[config.mk]
export PLATFORM = sky130hd
export DESIGN_NAME = wb_cpu_master
export DESIGN_NICKNAME = d
export VERILOG_FILES = /design/src/rtl/wb_cpu_master.sv
export SDC_FILE = /design/constraint.sdc
export NUM_CORES = 1
export LEC_CHECK = 0
export BUFFER_PORTS_ARGS = -buffer_cell sky130_fd_sc_hd__clkbuf_2
export CORE_MARGIN = 2
export CORE_UTILIZATION = 45
export DETAILED_ROUTE_END_ITERATION = 10
export PLACE_DENSITY = 0.8
export SLEW_MARGIN = 40
export SYNTH_ARGS = -nofsm -noshare
export SYNTH_HDL_FRONTEND = slang
export SYNTH_SLANG_ARGS = --single-unit
[constraint.sdc]
create_clock -name wb_clk_i -period 1.8 [get_ports wb_clk_i]
set_input_delay 0 -clock wb_clk_i [delete_from_list [all_inputs] [get_ports wb_clk_i]]
set_output_delay 0 -clock wb_clk_i [all_outputs]
set_load 0.02 [all_outputs]
[src/rtl/wb_cpu_master.sv]
// wb_cpu_master: turns a single-cycle CPU load/store into one classic Wishbone cycle.
// Optional no-ack bus timeout is compiled in when WB_MASTER_TIMEOUT_EN is defined.
module wb_cpu_master #(
    parameter int unsigned ADDR_WIDTH     = 32,
    parameter int unsigned TIMEOUT_CYCLES = 255
) (
    input  logic                  wb_clk_i,
    input  logic                  wb_rst_i,
    input  logic                  cpu_req_i,
    input  logic                  cpu_we_i,
    input  logic [ADDR_WIDTH-1:0] cpu_addr_i,
    input  logic [31:0]           cpu_wdata_i,
    input  logic [3:0]            cpu_sel_i,
    output logic [31:0]           cpu_rdata_o,
    output logic                  cpu_done_o,
    output logic                  cpu_err_o,
    output logic                  cpu_stall_o,
    output logic                  wb_cyc_o,
    output logic                  wb_stb_o,
    output logic                  wb_we_o,
    output logic [ADDR_WIDTH-1:0] wb_adr_o,
    output logic [31:0]           wb_dat_o,
    output logic [3:0]            wb_sel_o,
    input  logic [31:0]           wb_dat_i,
    input  logic                  wb_ack_i
);

    if (TIMEOUT_CYCLES < 1 || TIMEOUT_CYCLES > 65535) begin : g_bad_timeout
        $error("TIMEOUT_CYCLES must be in 1..65535");
    end

    typedef enum logic [1:0] {StIdle, StBus, StResp} state_e;

    state_e                r_state, w_state_nxt;
    logic                  r_cyc, w_cyc_nxt;
    logic                  r_we, w_we_nxt;
    logic [ADDR_WIDTH-1:0] r_adr, w_adr_nxt;
    logic [31:0]           r_dat, w_dat_nxt;
    logic [3:0]            r_sel, w_sel_nxt;
    logic [31:0]           r_rdata, w_rdata_nxt;
    logic                  r_done, w_done_nxt;

`ifdef WB_MASTER_TIMEOUT_EN
    logic [15:0] r_cnt, w_cnt_nxt;
    logic        r_err, w_err_nxt;
`endif

    always_ff @(posedge wb_clk_i or negedge wb_rst_i) begin
        if (!wb_rst_i) begin
            r_state <= StIdle;
            r_cyc   <= 1'b0;
            r_we    <= 1'b0;
            r_adr   <= '0;
            r_dat   <= '0;
            r_sel   <= 4'h0;
            r_rdata <= '0;
            r_done  <= 1'b0;
`ifdef WB_MASTER_TIMEOUT_EN
            r_cnt   <= '0;
            r_err   <= 1'b0;
`endif
        end else begin
            r_state <= w_state_nxt;
            r_cyc   <= w_cyc_nxt;
            r_we    <= w_we_nxt;
            r_adr   <= w_adr_nxt;
            r_dat   <= w_dat_nxt;
            r_sel   <= w_sel_nxt;
            r_rdata <= w_rdata_nxt;
            r_done  <= w_done_nxt;
`ifdef WB_MASTER_TIMEOUT_EN
            r_cnt   <= w_cnt_nxt;
            r_err   <= w_err_nxt;
`endif
        end
    end

    always_comb begin
        w_state_nxt = r_state;
        w_cyc_nxt   = r_cyc;
        w_we_nxt    = r_we;
        w_adr_nxt   = r_adr;
        w_dat_nxt   = r_dat;
        w_sel_nxt   = r_sel;
        w_rdata_nxt = r_rdata;
        w_done_nxt  = 1'b0;
`ifdef WB_MASTER_TIMEOUT_EN
        w_cnt_nxt   = r_cnt;
        w_err_nxt   = 1'b0;
`endif
        unique case (r_state)
            StIdle: begin
                if (cpu_req_i) begin
                    w_cyc_nxt   = 1'b1;
                    w_we_nxt    = cpu_we_i;
                    // Word-aligned bus: low address bits are dropped here.
                    w_adr_nxt   = cpu_addr_i & ~ADDR_WIDTH'(3);
                    w_dat_nxt   = cpu_wdata_i;
                    w_sel_nxt   = cpu_sel_i;
                    w_state_nxt = StBus;
`ifdef WB_MASTER_TIMEOUT_EN
                    w_cnt_nxt   = '0;
`endif
                end
            end
            StBus: begin
                if (wb_ack_i) begin
                    w_cyc_nxt   = 1'b0;
                    w_done_nxt  = 1'b1;
                    w_state_nxt = StResp;
                    if (!r_we) begin
                        w_rdata_nxt = wb_dat_i;
                    end
`ifdef WB_MASTER_TIMEOUT_EN
                end else if (r_cnt == 16'(TIMEOUT_CYCLES - 1)) begin
                    w_cyc_nxt   = 1'b0;
                    w_done_nxt  = 1'b1;
                    w_err_nxt   = 1'b1;
                    w_rdata_nxt = 32'hDEAD_BEEF;
                    w_state_nxt = StResp;
                end else begin
                    w_cnt_nxt = r_cnt + 16'd1;
`endif
                end
            end
            StResp: begin
                w_state_nxt = StIdle;
            end
            default: begin
                w_state_nxt = StIdle;
                w_cyc_nxt   = 1'b0;
            end
        endcase
    end

    assign cpu_rdata_o = r_rdata;
    assign cpu_done_o  = r_done;
    assign cpu_stall_o = (r_state != StIdle);
    assign wb_cyc_o    = r_cyc;
    assign wb_stb_o    = r_cyc;
    assign wb_we_o     = r_we;
    assign wb_adr_o    = r_adr;
    assign wb_dat_o    = r_dat;
    assign wb_sel_o    = r_sel;

`ifdef WB_MASTER_TIMEOUT_EN
    assign cpu_err_o = r_err;
`else
    assign cpu_err_o = 1'b0;
`endif

endmodule
* Yosys cells after proc, flatten, opt, wreduce, memory -nomap -nowiden
Cells that the tools add are included.
Operators by class: equality and inequality tests 4, muxes and demuxes 8, bitwise gates (word level) 2, reductions and logical operators 6
Operators with widths (count):
- 3-bit AND reduction | 2
- 1-bit 2-to-1 mux | 4
- 2-bit 2-to-1 mux | 2
- 2-bit inequality test (second input constant) | 2
- 2-bit case mux with 2 select lines | 1
- 2-bit AND reduction | 2
- 1-bit case mux with 3 select lines | 1
- 2-bit by 1-bit equality test with 1-bit output (second input constant) | 1
- 2-bit equality test (second input constant) | 1
- 2-bit logical NOT | 1
- 1-bit inverter | 2
- 2-bit nonzero test | 1
Word-level totals: bits in registers 103, input bits 105, output and inout bits 106, word-level logic and storage cells 28

* Logic depth before layout (Yosys ltp)
Gate-level depths: netlist of run 1.
word-level depth 3, mapped depth 5, gate-level depth less buffers 3

* Worst setup path before layout of run 1
OpenSTA, ideal clock, no wires.
kind reg-to-reg, start register r_state[0], end register r_adr[21] (netlist: wb_adr_o[21]), library setup time 0.125 ns, arrival 1.335 ns, data required time 1.675 ns, setup slack 0.341 ns, stages on the path, launching flop included 5, path buffers 2, period minus slack after synthesis 1.459 ns, cell sequence dfrtp_1 -> nor3b_2 -> buf_4 -> buf_4 -> mux2_2
On the way: word-level cells in the longest chain between the ends 2
RTL lines:
- start, declared | RTL line 34 | state_e r_state, w_state_nxt;
- start signal, assigned | RTL line 50 | r_state <= StIdle;
- start signal, assigned | RTL line 63 | r_state <= w_state_nxt;
- 2-bit logical NOT | RTL line 91 | unique case (r_state)
- 2-bit AND reduction (no line)
- end signal, assigned | RTL line 66 | r_adr <= w_adr_nxt;
- end, declared | RTL line 37 | logic [ADDR_WIDTH-1:0] r_adr, w_adr_nxt;
No other way between the ends. A chain may end at the register's enable or synchronous reset.

* Worst setup path in the final report of run 1
start register r_state[1], end register r_rdata[0] (netlist: cpu_rdata_o[0])
On the way: word-level cells in the longest chain between the ends 2
RTL lines:
- 2-bit by 1-bit equality test with 1-bit output | RTL line 91
- 3-bit AND reduction (no line)
- end signal, assigned | RTL line 69 | r_rdata <= w_rdata_nxt;
- end, declared | RTL line 40 | logic [31:0] r_rdata, w_rdata_nxt;
No other way between the ends.

==> results of run 1 <==
worst min-delay path by stage:
stage / from / to / cells after the start
5_1_grt: wb_rst_i / cpu_rdata_o[0]$_DFFE_PN0P_ / 3
3_5_place_dp: wb_rst_i / cpu_rdata_o[21]$_DFFE_PN0P_ / 1
2_1_floorplan: wb_rst_i / cpu_done_o$_DFF_PN0_ / 0
6_report: wb_rst_i / cpu_rdata_o[26]$_DFFE_PN0P_ / 3
3_3_place_gp: wb_rst_i / cpu_rdata_o[21]$_DFFE_PN0P_ / 1
4_1_cts: wb_rst_i / cpu_rdata_o[11]$_DFFE_PN0P_ / 3
sequential cells by signal, summed over array words and instances, names as in the netlist:
name         cells
wb_we_o          1
wb_cyc_o         1
wb_sel_o         4
cpu_done_o       1
wb_dat_o        32
cpu_rdata_o     32
wb_adr_o        30
r_state          2
layout make-up:
cell class | instances | area, um^2 | share of cell area, %
clock inverter | 5 | 82.6 | 1.29
timing repair buffer | 314 | 2160 | 33.6
inverter | 2 | 7.51 | 0.117
tap | 108 | 135 | 2.11
sequential | 103 | 2580 | 40.2
clock buffer | 11 | 131 | 2.05
multi-input combinational | 112 | 1330 | 20.7
cells by family (layout without fill, tap and decap cells):
group	Yosys count	count (layout)	share of synthesized area, %
multiplexers	100	100	30.6
other	1	3	0.0928
flip-flops	103	103	63.8
buffers and inverters	17	332	3.81
AND/OR/NAND/NOR	7	7	1.49
AO/OA/AOI/OAI	2	2	0.247
cell usage in the layout (no fill, tap or decap), types with 2 or more instances in the layout:
cell type      count
mux2_4            30
buf_4              2
dlygate4sd3_1    104
conb_1             3
clkbuf_1           2
dfrtp_1          103
bufinv_16          2
inv_1              2
clkinv_4           2
mux2_2            69
buf_12             4
clkbuf_2         204
clkbuf_8           9
power breakdown:
part / leakage, nW / internal (mW) / switching (mW) / total [mW]
Sequential: 1.21 / 3.12 / 0.499 / 3.62
Combinational: 1.85 / 1.65 / 1.87 / 3.52
Clock: 0.107 / 0.788 / 0.746 / 1.53
through the flow:
stage	util, %	cells	total power, mW
after floorplan	-	232	5.73
after global placement	59.2	535	6.82
after detailed placement	59.2	535	6.92
after CTS	73.6	655	8.66
after global routing	73.6	655	9.11
final	73.6	655	8.67
critical path, stage by stage (launching register included):
cell and delay [ps]:
dfrtp_1 450, and3b_1 260, nor2b_4 160, buf_12 260, mux2_2 370
metal layers:
layer	wire length [um]	global-route usage [%]	share of wire, %	vias to the layer above
met1	3900	24.6	37	1509
met3	689	6.52	6.5	17
met4	227	7.06	2.2	0
li1	-	-	-	1416
met2	5730	41.2	54	133
met5	0	0	0	-
==> results.cfg, run 1 <==
[outcome]
status = finished, final reports clean

[sta]
min_period_over_period_pct = 89.8
rsz0062_at_grt = no
min_period_ps = 1620
setup_tns_ps = 0
hold_viol = 0
fmax_ghz = 0.619
fin_ws_ps = 184
drv_slew = 0
finalSetupViolations = 0
skew_ps = 6.41
whs_ps = 204

[yosys]
syn-instance-count = 230
syn_area_per_cell_um2 = 17.6
synth_seq_cells = 103
syn_area_um2 = 4040
yosysSeqAreaShare_pct = 63.8
ys.flop_type = dfrtp_1
synth_common_cells = dfrtp_1 (103), mux2_2 (69), mux2_4 (30), buf_4 (8)
yosysWarnings = 0
synth-edff-count = 0
async_flop_share_pct = 100
synth_top_area_cell = dfrtp_1
synth_top_area_share_pct = 63.8
synth_most_common_cell = dfrtp_1
synthTopCellsByArea = dfrtp_1 (64%), mux2_2 (19%), mux2_4 (11%)
ys_types = 19

[final_layout]
drive_above_1_share_pct = 59.8
fin_area_um2 = 6420
area_growth_pct = 58.7
antenna_cells = 0
finalNetCount = 647
fillCellCount = 545

[grt]
antenna_found_initial = 0
grt_usage_pct = 22.3
grt_pass1_wl_mm = 17.0
grt_overflow = 0
grt_max_degree = 65
first_global_vias = 3400

[setup_path]
timing.rr.start = r_state[1]$_DFFE_PN0P_
critPathCaptureType = register
required_ps = 2040
start_kind = register
r2r_slack_ps = 180
crit_start = r_state[1]$_DFFE_PN0P_
critPathArrivalTime_ps = 1860
crit_path_max_fanout = 32
path_class = reg -> reg
ff2ff_path_depth = 4
reg2reg_to = cpu_rdata_o[0]$_DFFE_PN0P_
crit_end = cpu_rdata_o[0]$_DFFE_PN0P_

[detailed_routing]
antenna_left = 0
wirelength_mm = 10.6
drt_first_pass_iters = 4
wl_per_cell_um = 16.1
drt-initial-drc-count = 48
vias_per_cell = 4.69
drc = 0
vias = 3075

[place]
port-buffer-count = 205
place_hpwl_mm = 6.16
placed_area_um2 = 5160
routabilityCongestion = 0.713
preCtsSetupSlack_ps = 187

[clock_tree]
cts_buffer_depth = 2
clock_latency_ps = 350
ctsHoldBuffers = 104
cts_buffers = 9
cts-root-buf = clkbuf_8
htreeDepth = 3
cts_resized = 0
clkSinkCount = 103
path_clk_slew_ps = 90
cts_setup_buffers = 0
cts_tree = yes

[die]
core_area_um2 = 8720
die_w_um = 98.8
rows = 34
die-area_um2 = 9760
start_util_pct = 46.4
die_y_um = 98.8
ios = 211

[power_and_ir_drop]
pwr_density_cell_nw_per_um2 = 1350
leakage_nw = 3.17
peakVddDrop_mv = 0.588

[run]
maxCapViolations = 0

[min_path]
hold_class = in -> async
(Power assumes the default switching activity.)
==> inputs of run 2 (changes only) <==
--- a/config.mk
+++ b/config.mk
@@ -7,9 +7,9 @@
 export LEC_CHECK = 0
 export BUFFER_PORTS_ARGS = -buffer_cell sky130_fd_sc_hd__clkbuf_2
 export CORE_MARGIN = 2
-export CORE_UTILIZATION = 45
+export CORE_UTILIZATION = 25
 export DETAILED_ROUTE_END_ITERATION = 10
-export PLACE_DENSITY = 0.8
+export REMOVE_ABC_BUFFERS = 1
 export SLEW_MARGIN = 40
 export SYNTH_ARGS = -nofsm -noshare
 export SYNTH_HDL_FRONTEND = slang
==> run 2 against run 1 <==
Effect of this change:
- utilization is 32 points lower
- design area is 2.7% higher
- global-route usage is 10 points lower
- sequential share of layout area is 1.1 points lower
- count of clock-buffer cells in the layout stayed put
- sequential power hardly changed
- critical endpoint is now cpu_rdata_o[31]$_DFFE_PN0P_
==> results.cfg, run 2 (synthesized netlist as in run 1, its figures left out) <==
[clock_tree]
cts_buffer_depth = 2
ctsHoldBuffers = 102
cts_buffers = 9
clkSinkCount = 103
cts_setup_buffers = 0
clock_latency_ps = 340
cts-root-buf = clkbuf_16
path_clk_slew_ps = 70
cts_resized = 0
cts_tree = yes
htreeDepth = 3

[setup_path]
r2r_slack_ps = 190
critPathArrivalTime_ps = 1840
start_kind = register
timing.rr.start = r_state[1]$_DFFE_PN0P_
crit_path_max_fanout = 32
path_class = reg -> reg
critPathCaptureType = register
required_ps = 2020
reg2reg_to = cpu_rdata_o[31]$_DFFE_PN0P_
ff2ff_path_depth = 4

[grt]
antenna_found_initial = 0
grt_max_degree = 104
first_global_vias = 3398
grt_pass1_wl_mm = 16.4
grt_overflow = 0
grt_usage_pct = 11.8

[detailed_routing]
vias = 2976
wl_per_cell_um = 12.9
antenna_left = 0
drc = 0
wirelength_mm = 9.80
vias_per_cell = 3.92
drt-initial-drc-count = 56
drt_first_pass_iters = 4

[die]
die_y_um = 131
start_util_pct = 25.5
die-area_um2 = 17200
rows = 46
core_area_um2 = 15800
die_w_um = 131
ios = 211

[final_layout]
drive_above_1_share_pct = 59.9
antenna_cells = 0
fin_area_um2 = 6590
post-route-util_pct = 41.6
finalNetCount = 644
seqCellArea_um2 = 2580
multi_input_area_um2 = 1330
final_cell_mix = clkbuf_2 (204), dfrtp_1 (103), dlygate4sd3_1 (102)
layout_commonest_cell = clkbuf_2
area_growth_pct = 63.0
fillCellCount = 1437

[power_and_ir_drop]
peakVddDrop_mv = 0.656
leakage_nw = 3.18
pwr_density_cell_nw_per_um2 = 1360

[place]
placed_area_um2 = 5280
place_hpwl_mm = 6.38
routabilityCongestion = 0.721
port-buffer-count = 205

[run]
maxCapViolations = 0

[sta]
relSlewSlack_pct = 64.2
worst_slew_pin_slew_ps = 537
hold_viol = 0
min_period_ps = 1610
finalSetupViolations = 0
min_period_over_period_pct = 89.7
rsz0062_at_grt = no
drv_slew = 0
skew_ps = 9.45
fmax_ghz = 0.619

[min_path]
hold_class = in -> async

[outcome]
status = finished, final reports clean
[run 2: cell count changes in the layout (fill, tap and decap cells not counted), sizes merged]
| cell | change |
|---|---|
| buf | -1 |
| bufinv | -1 |
| clkinv | -1 |
| clkinvlp | +2 |
| dlygate4sd3 | -2 |
[run 2: metal layers]
metal  share of wire [%]  track usage [%]
met1                  40             13.1
met2                  50             20.8
met3                 7.4             3.32
met4                 2.5             5.98
met5                   0                0
[run 2: how the worst max path moves through the flow]
| stage | startpoint | to | slack (ps) | depth (start not counted) |
|---|---|---|---|---|
| after floorplan | r_state[0]$_DFFE_PN0P_ | wb_adr_o[10]$_DFFE_PN0P_ | -1840 | 2 |
| after global placement | r_state[0]$_DFFE_PN0P_ | wb_dat_o[7]$_DFFE_PN0P_ | 210 | 3 |
| after detailed placement | r_state[1]$_DFFE_PN0P_ | cpu_rdata_o[31]$_DFFE_PN0P_ | 180 | 4 |
| after CTS | r_state[1]$_DFFE_PN0P_ | cpu_rdata_o[31]$_DFFE_PN0P_ | 180 | 4 |
| after global routing | r_state[1]$_DFFE_PN0P_ | cpu_rdata_o[31]$_DFFE_PN0P_ | 110 | 4 |
| final | r_state[1]$_DFFE_PN0P_ | cpu_rdata_o[31]$_DFFE_PN0P_ | 190 | 4 |
[run 2: area by class of cell]
| type | count | area share [%] |
|---|---|---|
| clock buffers | 11 | 3.53 |
| clock inverters | 5 | 0.893 |
| inverters | 2 | 0.114 |
| multi-input cells | 112 | 20.1 |
| flip-flops and latches | 103 | 39.1 |
| well taps | 216 | 4.10 |
| repair buffers | 311 | 32.1 |
[run 2: through the flow]
stage	hold slack, ps	TNS (ps)	cells	setup WS, ps	total power [mW]
floorplan	-296	-126690	217	-1840	5.68
global placement	99.3	0	642	208	6.86
detailed placement	113	0	642	182	6.95
CTS	276	0	760	176	9.09
global route	339	0	760	107	9.47
finish	285	0	760	185	8.96
[run 2: power breakdown]
part | total (mW) | internal (mW) | switching (mW)
Sequential | 3.61 | 3.13 | 0.476
Clock | 1.89 | 1.08 | 0.813
Combinational | 3.46 | 1.63 | 1.83
[run 2: critical path, stage by stage (launching register included)]
cell and delay (ps):
dfrtp_1 440, and3b_1 250, nor2b_4 170, buf_12 240, mux2_2 370
